===== src/rtl/seq_mult_n.sv =====
// Sequential shift-and-add multiplier with start/done handshake and optional
// two's-complement mode; one add/shift step per clock, WIDTH steps per product.
module seq_mult_n #(
  parameter int WIDTH = 8
) (
  input  logic                 clk,
  input  logic                 rst,
  input  logic                 start,
  input  logic                 signed_mode,
  input  logic [WIDTH-1:0]     a,
  input  logic [WIDTH-1:0]     b,
  output logic                 busy,
  output logic                 done,
  output logic [2*WIDTH-1:0]   product
);

  localparam int CW = $clog2(WIDTH + 1);
  localparam logic [CW-1:0]      STEPS   = CW'(WIDTH);
  localparam logic [CW-1:0]      CNT_ONE = CW'(1);
  localparam logic [2*WIDTH-1:0] PROD_ONE = (2*WIDTH)'(1);

  typedef enum logic {IDLE, RUN} state_t;

  // |v| in signed mode; the magnitude of -2^(W-1) wraps to 2^(W-1), which is
  // exactly the unsigned value we want.
  function automatic logic [WIDTH-1:0] magnitude(input logic signed [WIDTH-1:0] v,
                                                 input logic                    sm);
    logic signed [WIDTH-1:0] neg_v;
    neg_v = -v;
    return (sm && v[WIDTH-1]) ? $unsigned(neg_v) : $unsigned(v);
  endfunction

  function automatic logic [2*WIDTH-1:0] cond_negate(input logic [2*WIDTH-1:0] v,
                                                     input logic              n);
    return n ? (~v + PROD_ONE) : v;
  endfunction

  state_t             state;
  logic [CW-1:0]      count;
  logic [WIDTH-1:0]   a_reg;
  logic [WIDTH-1:0]   b_reg;
  logic [WIDTH-1:0]   p_reg;
  logic               neg;
  logic [WIDTH:0]     sum;
  logic [2*WIDTH-1:0] pa_next;

  assign sum     = {1'b0, p_reg} + {1'b0, (a_reg[0] ? b_reg : '0)};
  assign pa_next = {sum, a_reg[WIDTH-1:1]};

  always_ff @(posedge clk) begin
    if (rst) begin
      state   <= IDLE;
      busy    <= 1'b0;
      done    <= 1'b0;
      product <= '0;
      count   <= '0;
      a_reg   <= '0;
      b_reg   <= '0;
      p_reg   <= '0;
      neg     <= 1'b0;
    end else begin
      done <= 1'b0;
      case (state)
        IDLE: begin
          if (start) begin
            a_reg <= magnitude(a, signed_mode);
            b_reg <= magnitude(b, signed_mode);
            p_reg <= '0;
            neg   <= signed_mode & (a[WIDTH-1] ^ b[WIDTH-1]);
            count <= STEPS;
            busy  <= 1'b1;
            state <= RUN;
          end
        end
        RUN: begin
          // carry lands in P's MSB, P's LSB slides into A's MSB
          p_reg <= pa_next[2*WIDTH-1:WIDTH];
          a_reg <= pa_next[WIDTH-1:0];
          count <= count - CNT_ONE;
          if (count == CNT_ONE) begin
            product <= cond_negate(pa_next, neg);
            done    <= 1'b1;
            busy    <= 1'b0;
            state   <= IDLE;
          end
        end
        default: state <= IDLE;
      endcase
    end
  end

endmodule


===== config.mk =====
export PLATFORM = sky130hd
export DESIGN_NAME = seq_mult_n
export DESIGN_NICKNAME = d
export VERILOG_FILES = /design/src/rtl/seq_mult_n.sv
export SDC_FILE = /design/constraint.sdc
export NUM_CORES = 1
export LEC_CHECK = 0
export ABC_AREA = 1
export CAP_MARGIN = 10
export CORE_ASPECT_RATIO = 1.25
export CORE_UTILIZATION = 59
export DETAILED_ROUTE_END_ITERATION = 6
export HOLD_SLACK_MARGIN = 0.03
export PLACE_DENSITY_LB_ADDON = 0.12
export SLEW_MARGIN = 20
export SYNTH_ARGS = -nofsm -noshare
export SYNTH_HDL_FRONTEND = slang
export SYNTH_SLANG_ARGS = --single-unit

===== constraint.sdc =====
create_clock -name clk -period 5.6 [get_ports clk]
set_input_delay 0.84 -clock clk [delete_from_list [all_inputs] [get_ports clk]]
set_output_delay 0.84 -clock clk [all_outputs]
set_load 0.03 [all_outputs]

==> impl_metrics.csv, run 1 <==
group,metric,value,unit
run_status,outcome,"finished, final reports clean",
routing,ant_nets,0,
routing,vias,2718,
cells_and_area,area.growth.synth_to_final,17.5,%
timing,period_share,41.7,%
cells_and_area,largest_register_ffs,16,
logic_synthesis,synth_seq_cells,48,
die,io_pins,38,
routing,dr.pass1.iters,4,
clock_tree,cts.root.buffer_cell,"clkbuf_8",
cells_and_area,num_antenna_cells,0,
die,coreArea,0.00469,mm^2
timing,slew_headroom,52.7,%
logic_synthesis,synth-edff-count,0,
routing,post_drt_wl_per_cell,11.3,um
setup_path,max_stage_delay,0.47,ns
logic_synthesis,synth_async_sr_flop_share,0,%
global_route,grtUsageTotal,24.6,%
setup_path,cpMaxStageDelayCell,"dfxtp_1",
die,initial_core_util,61.1,%
timing,layout_min_cycle_time,2.33,ns
clock_tree,cts_buffers,5,
timing,max_slew.worst_pin.slew,0.709,ns
clock_tree,cts_setup_buffers,0,
logic_synthesis,ys_warn_count,0,
routing,wirelength,5830,um
setup_path,crit_buf_inv,3,
timing,fmax,429,MHz
logic_synthesis,ys_seq_area_share,33.5,%
setup_path,critPathKind,"reg -> reg",
setup_path,crit_chain,"nand2_1 -> inv_1 -> ha_1 -> fa_1 -> inv_1 -> nand3_1 -> nor2_2 -> inv_1 -> nor2_1 -> nand3_1 -> nand2_1 -> nand3_2 -> nand3_2 -> nand2_1",
placed_design,hpwl,4640,um
logic_synthesis,syn_area,0.00287,mm^2
global_route,overflow,0,
setup_path,end_kind,"flop",
routing,routed_via_density,5.26,
cells_and_area,fillCellCount,431,
logic_synthesis,yosysUniqueCellTypes,38,
timing,skew,0.0111,ns
global_route,antenna_found_initial,0,
setup_path,worstSetupStartpointType,"flop",
die,die_width,64.4,um
power,pwr_density_cell,208,mW/mm^2
placed_design,gp_congestion,0.869,
hold_path,hold_path.class,"reg -> reg",
die,die_h,80.0,um
clock_tree,worst_skew_pair.late_latency,0.31,ns
setup_path,cp_max_fo,9,
logic_synthesis,synth_fp_nets,455,
clock_tree,tritoncts,"yes",
cells_and_area,top_register,"product",
placed_design,dp.cells,509,
routing,drt_iter0_markers,85,
global_route,grt_pass1_wl,10000,um
global_route,grt_max_degree,24,
cells_and_area,layout.nets,490,
cells_and_area,final_cells,517,
die,die_area,0.00515,mm^2
clock_tree,clk_pin_slew,0.09,ns
routing,drc,0,
timing,hold_violations,0,
clock_tree,htree_levels,2,
setup_path,crit_required,5.80,ns
power,leakage,1.53,nW
timing,whs,0.456,ns
clock_tree,postCtsHoldBufs,0,
cells_and_area,layout-drive-gt1-share,8.32,%
clock_tree,clock-sinks,48,
placed_design,port_buffers,37,
power,ir_drop,0.151,mV
setup_path,path_delay_family,"simple AND/OR/NAND/NOR gates",
clock_tree,ctsLongestPathBuffers,2,
global_route,grt_pass1_vias,2438,
timing,finalSetupTns,0,ns
timing,setup-violations-final,0,
logic_synthesis,ys_dominant_reg_cell,"dfxtp_1",
timing,rsz0062_at_grt,"false",
flow_run,cap_violations,0,
logic_synthesis,syn_inst,421,
timing,final_max_slew_viol_count,0,
setup_path,arrival,2.54,ns
clock_tree,cts_resized,0,
die,fp-row-count,28,
logic_synthesis,postSynthAreaPerCell,6.81,um^2
==> cell families (layout without fill, tap and decap cells) <==
logic type / count (synthesis) / in the layout / share of synthesized area, %
buf+inv: 66 / 102 / 9.03
simple gates: 206 / 206 / 32.3
xor+xnor: 17 / 17 / 5.45
compound gates: 70 / 70 / 13.3
flops: 48 / 48 / 33.5
fa+ha+maj: 14 / 14 / 6.37
==> cell usage in the layout, fill, tap and decap left out, types with 4 or more instances in the layout <==
cell / Yosys / final
a21oi_1: 27 / 27
ha_1: 13 / 13
xor2_1: 11 / 11
clkbuf_8: 0 / 5
o21ai_0: 22 / 22
clkdlybuf4s50_1: 0 / 37
nand2_1: 116 / 116
a31oi_1: 8 / 8
nand2_2: 10 / 10
nand3_1: 32 / 32
nand3_2: 4 / 4
o21ai_1: 5 / 5
xnor2_1: 5 / 5
nor2_1: 29 / 29
dfxtp_1: 48 / 48
inv_1: 51 / 51
==> where the power goes <==
part	switching (W)	leakage (nW)	internal, W
Sequential	0.0000159	0.391	0.000355
Combinational	0.0000709	1.10	0.0000515
Clock	0.000120	0.0445	0.0000887
==> through the flow <==
stage / setup slack (ns) / cell area, um^2 / util, % / total power, W
2_1_floorplan: 3.42 / 2870 / - / 0.000461
3_3_place_gp: 3.25 / 3280 / 69.9 / 0.000497
3_5_place_dp: 3.15 / 3280 / 69.9 / 0.000501
4_1_cts: 3.26 / 3370 / 71.8 / 0.000710
5_1_grt: 3.04 / 3370 / 71.8 / 0.000742
6_report: 3.27 / 3370 / 71.8 / 0.000702
==> per-layer routing <==
metal  share of wire (%)  global-route usage, %  wire [um]  up-vias
li1                    -                      -          -     1422
met1                  46                   29.3       2660     1217
met2                  49                   42.7       2870       69
met3                 3.7                   4.14        213       10
met4                 1.7                   11.1         98        0
met5                   0                      0          0        -
==> area by class of cell <==
class,instances,area (um^2),share of cell area (%)
Clock buffer,5,68.8,2.04
Clock inverter,3,21.3,0.631
Inverter,54,203,6.01
Multi-Input combinational cell,307,1650,48.9
Sequential cell,48,961,28.5
Tap cell,60,75.1,2.23
Timing Repair Buffer,40,393,11.7
==> final timing paths <==
| check | startpoint | to | slack (ns) | depth (start not counted) |
|---|---|---|---|---|
| min | product[13] | product[13] | 0.46 | 2 |
| min reg2reg | product[13] | product[13] | 0.46 | 2 |
| max | a_reg[0] | product[15] | 3.27 | 14 |
| max reg2reg | a_reg[0] | product[15] | 3.27 | 14 |
==> Yosys cell counts (3+ instances only) <==
| cell type | instances | area share (%) |
|---|---|---|
| nand2_2 | 10 | 2.2 |
| clkbuf_1 | 4 | 0.52 |
| inv_1 | 51 | 6.7 |
| inv_2 | 3 | 0.39 |
| a31oi_1 | 8 | 1.7 |
| nor2_1 | 29 | 3.8 |
| a21oi_1 | 27 | 4.7 |
| nand3_1 | 32 | 5.6 |
| nand3_2 | 4 | 1.4 |
| nand2_1 | 116 | 15 |
| dfxtp_1 | 48 | 33 |
| xnor2_1 | 5 | 1.5 |
| o21ai_0 | 22 | 3.8 |
| buf_2 | 6 | 1.0 |
| o21ai_1 | 5 | 0.87 |
| xor2_1 | 11 | 3.4 |
| or2_2 | 3 | 0.65 |
| ha_1 | 13 | 5.7 |
==> worst register-to-register path, cell delays in order (launching register included) <==
cell and delay, ns:
dfxtp_1 0.47, nand2_1 0.11, inv_1 0.06, ha_1 0.19, fa_1 0.47, inv_1 0.09, nand3_1 0.09, nor2_2 0.18
inv_1 0.05, nor2_1 0.13, nand3_1 0.11, nand2_1 0.10, nand3_2 0.07, nand3_2 0.07, nand2_1 0.04
Note: power is estimated with default switching activity, not from simulation.
==> run 2, diff against run 1 <==
- CORE_UTILIZATION: 59 -> 55
- clock period: 5.6 -> 2.3 ns (I/O delays scaled with it)
==> run 2 against run 1 <==
Against the previous run:
- clock-buffer cell count unchanged
- utilization fell by 3.0 points
- die area grew 7.1%
- flip-flop and latch count did not move
- fmax is 10% higher
- critical endpoint is now product[12]
==> impl_metrics.csv, run 2 (same netlist as run 1, synthesis figures left out) <==
group,metric,value,unit
die,die_h,82.8,um
cells_and_area,fillCellCount,474,
power,pwr_density_cell,538,mW/mm^2
global_route,grt_pass1_wl,10700,um
clock_tree,cts.root.buffer_cell,"clkbuf_8",
placed_design,gp_congestion,0.841,
die,die_area,0.00551,mm^2
timing,final_max_slew_viol_count,0,
routing,routed_via_density,5.25,
global_route,grt_pass1_vias,2532,
power,power.total,0.00187,W
run_status,outcome,"finished, final reports clean",
setup_path,critPathKind,"reg -> reg",
routing,post_drt_wl_per_cell,11.9,um
placed_design,place_ws,0.156,ns
global_route,grt_max_degree,21,
placed_design,hpwl,4900,um
routing,wl_met2,3110,um
timing,max_slew.worst_pin.slew,0.685,ns
cells_and_area,num_antenna_cells,0,
timing,slew_headroom,54.3,%
routing,drt-met1-wl,2780,um
cells_and_area,area.growth.synth_to_final,20.9,%
placed_design,dp.cells,516,
setup_path,end_kind,"flop",
die,die_width,66.6,um
flow_run,cap_violations,0,
setup_path,cp_max_fo,5,
clock_tree,cts_buffers,5,
timing,rsz0062_at_grt,"false",
cells_and_area,largest_register_ffs,16,
routing,dr.pass1.iters,4,
clock_tree,clock-sinks,48,
cells_and_area,final_cells,527,
routing,ant_nets,0,
cells_and_area,top_register,"product",
power,leakage,1.59,nW
die,initial_core_util,56.9,%
cells_and_area,utilization,68.8,%
timing,layout_min_cycle_time,2.12,ns
die,coreArea,0.00504,mm^2
global_route,antenna_found_initial,0,
timing,skew,0.0109,ns
clock_tree,tritoncts,"yes",
timing,fin_ws,0.181,ns
routing,drc,0,
cells_and_area,layout_common_cells,"nand2_1 (116), inv_1 (51), dfxtp_1 (48)",
routing,drt_iter0_markers,180,
die,fp-row-count,29,
setup_path,crit_required,2.49,ns
global_route,grtUsageTotal,25.0,%
clock_tree,htree_levels,2,
timing,hold_violations,0,
die,io_pins,38,
cells_and_area,layout.nets,498,
timing,period_share,92.1,%
power,ir_drop,0.382,mV
timing,finalSetupTns,0,ns
hold_path,min_path_cells,2,
setup_path,arrival,2.31,ns
routing,routed.top_layer,"met4",
cells_and_area,layout-drive-gt1-share,9.89,%
setup_path,worstSetupStartpointType,"flop",
clock_tree,ctsLongestPathBuffers,2,
clock_tree,clk_pin_slew,0.09,ns
placed_design,port_buffers,37,
hold_path,hold_path.class,"reg -> reg",
routing,vias,2769,
timing,setup-violations-final,0,
global_route,overflow,0,
clock_tree,worst_skew_pair.late_latency,0.31,ns
routing,wirelength,6270,um
cells_and_area,final_common_cell,"nand2_1",
routing,wl_met3,294,um
setup_path,rr_worst_depth,11,
timing,fmax,472,MHz
[run 2: changes by cell type in the layout (fill, tap and decap cells not counted), sizes merged]
cell    change
buf         +8
bufinv      +1
clkinv      -1
[run 2: final timing paths]
path	from	slack, ns	to
min reg2reg	product[13]	0.45	product[13]
max reg2reg	a_reg[0]	0.18	product[12]
min	product[13]	0.45	product[13]
max	a_reg[0]	0.18	product[12]
[run 2: power breakdown]
part | total [W] | switching, W | internal (W)
clock | 0.000637 | 0.000309 | 0.000328
combinational | 0.000334 | 0.000191 | 0.000143
sequential | 0.000894 | 0.0000295 | 0.000865
total | 0.00187 | 0.000530 | 0.00134
[run 2: worst max-delay path, stage by stage, from the launching register on]
cell,delay (ns)
dfxtp_1,0.32
nand2_1,0.06
inv_1,0.04
ha_1,0.21
fa_1,0.51
xnor2_4,0.25
nand2_1,0.07
nor2_1,0.15
nand3_1,0.10
nand2_2,0.09
xor2_1,0.15
o21ai_1,0.07
[run 2: final cells by class]
cell class              instances  area (um^2)  share of cell area, %
clock buffers                   5         68.8                   1.98
clock inverters                 3         46.3                   1.33
inverters                      54          203                   5.84
multi-input cells             307         1660                   47.9
flip-flops and latches         48          961                   27.7
well taps                      62         77.6                   2.24
repair buffers                 48          453                   13.1
[run 2: repair_timing]
item,4_1_cts,5_1_grt
setup endpoints to repair,0,4
resized for setup,0,1
buffers inserted,0,3
endpoints found under the hold margin,0,0
hold buffers,0,0
[run 2: layer usage]
layer | global-route usage [%] | vias up
li1 | - | 1438
met3 | 4.67 | 10
met2 | 43.7 | 78
met5 | 0 | -
met1 | 30.7 | 1243
met4 | 7.87 | 0
[run 2: per-stage QoR]
step | hold slack [ns] | instance area [um^2]
6_report | 0.453 | 3470
5_1_grt | 0.484 | 3470
2_1_floorplan | 0.433 | 2870
3_5_place_dp | 0.440 | 3320
4_1_cts | 0.456 | 3440
3_3_place_gp | 0.439 | 3320
==> run 3, diff against run 2 <==
- SLEW_MARGIN: 20 -> 30
==> results of run 3 <==
The final DEF is identical to that of run 2; final timing and power are the same.
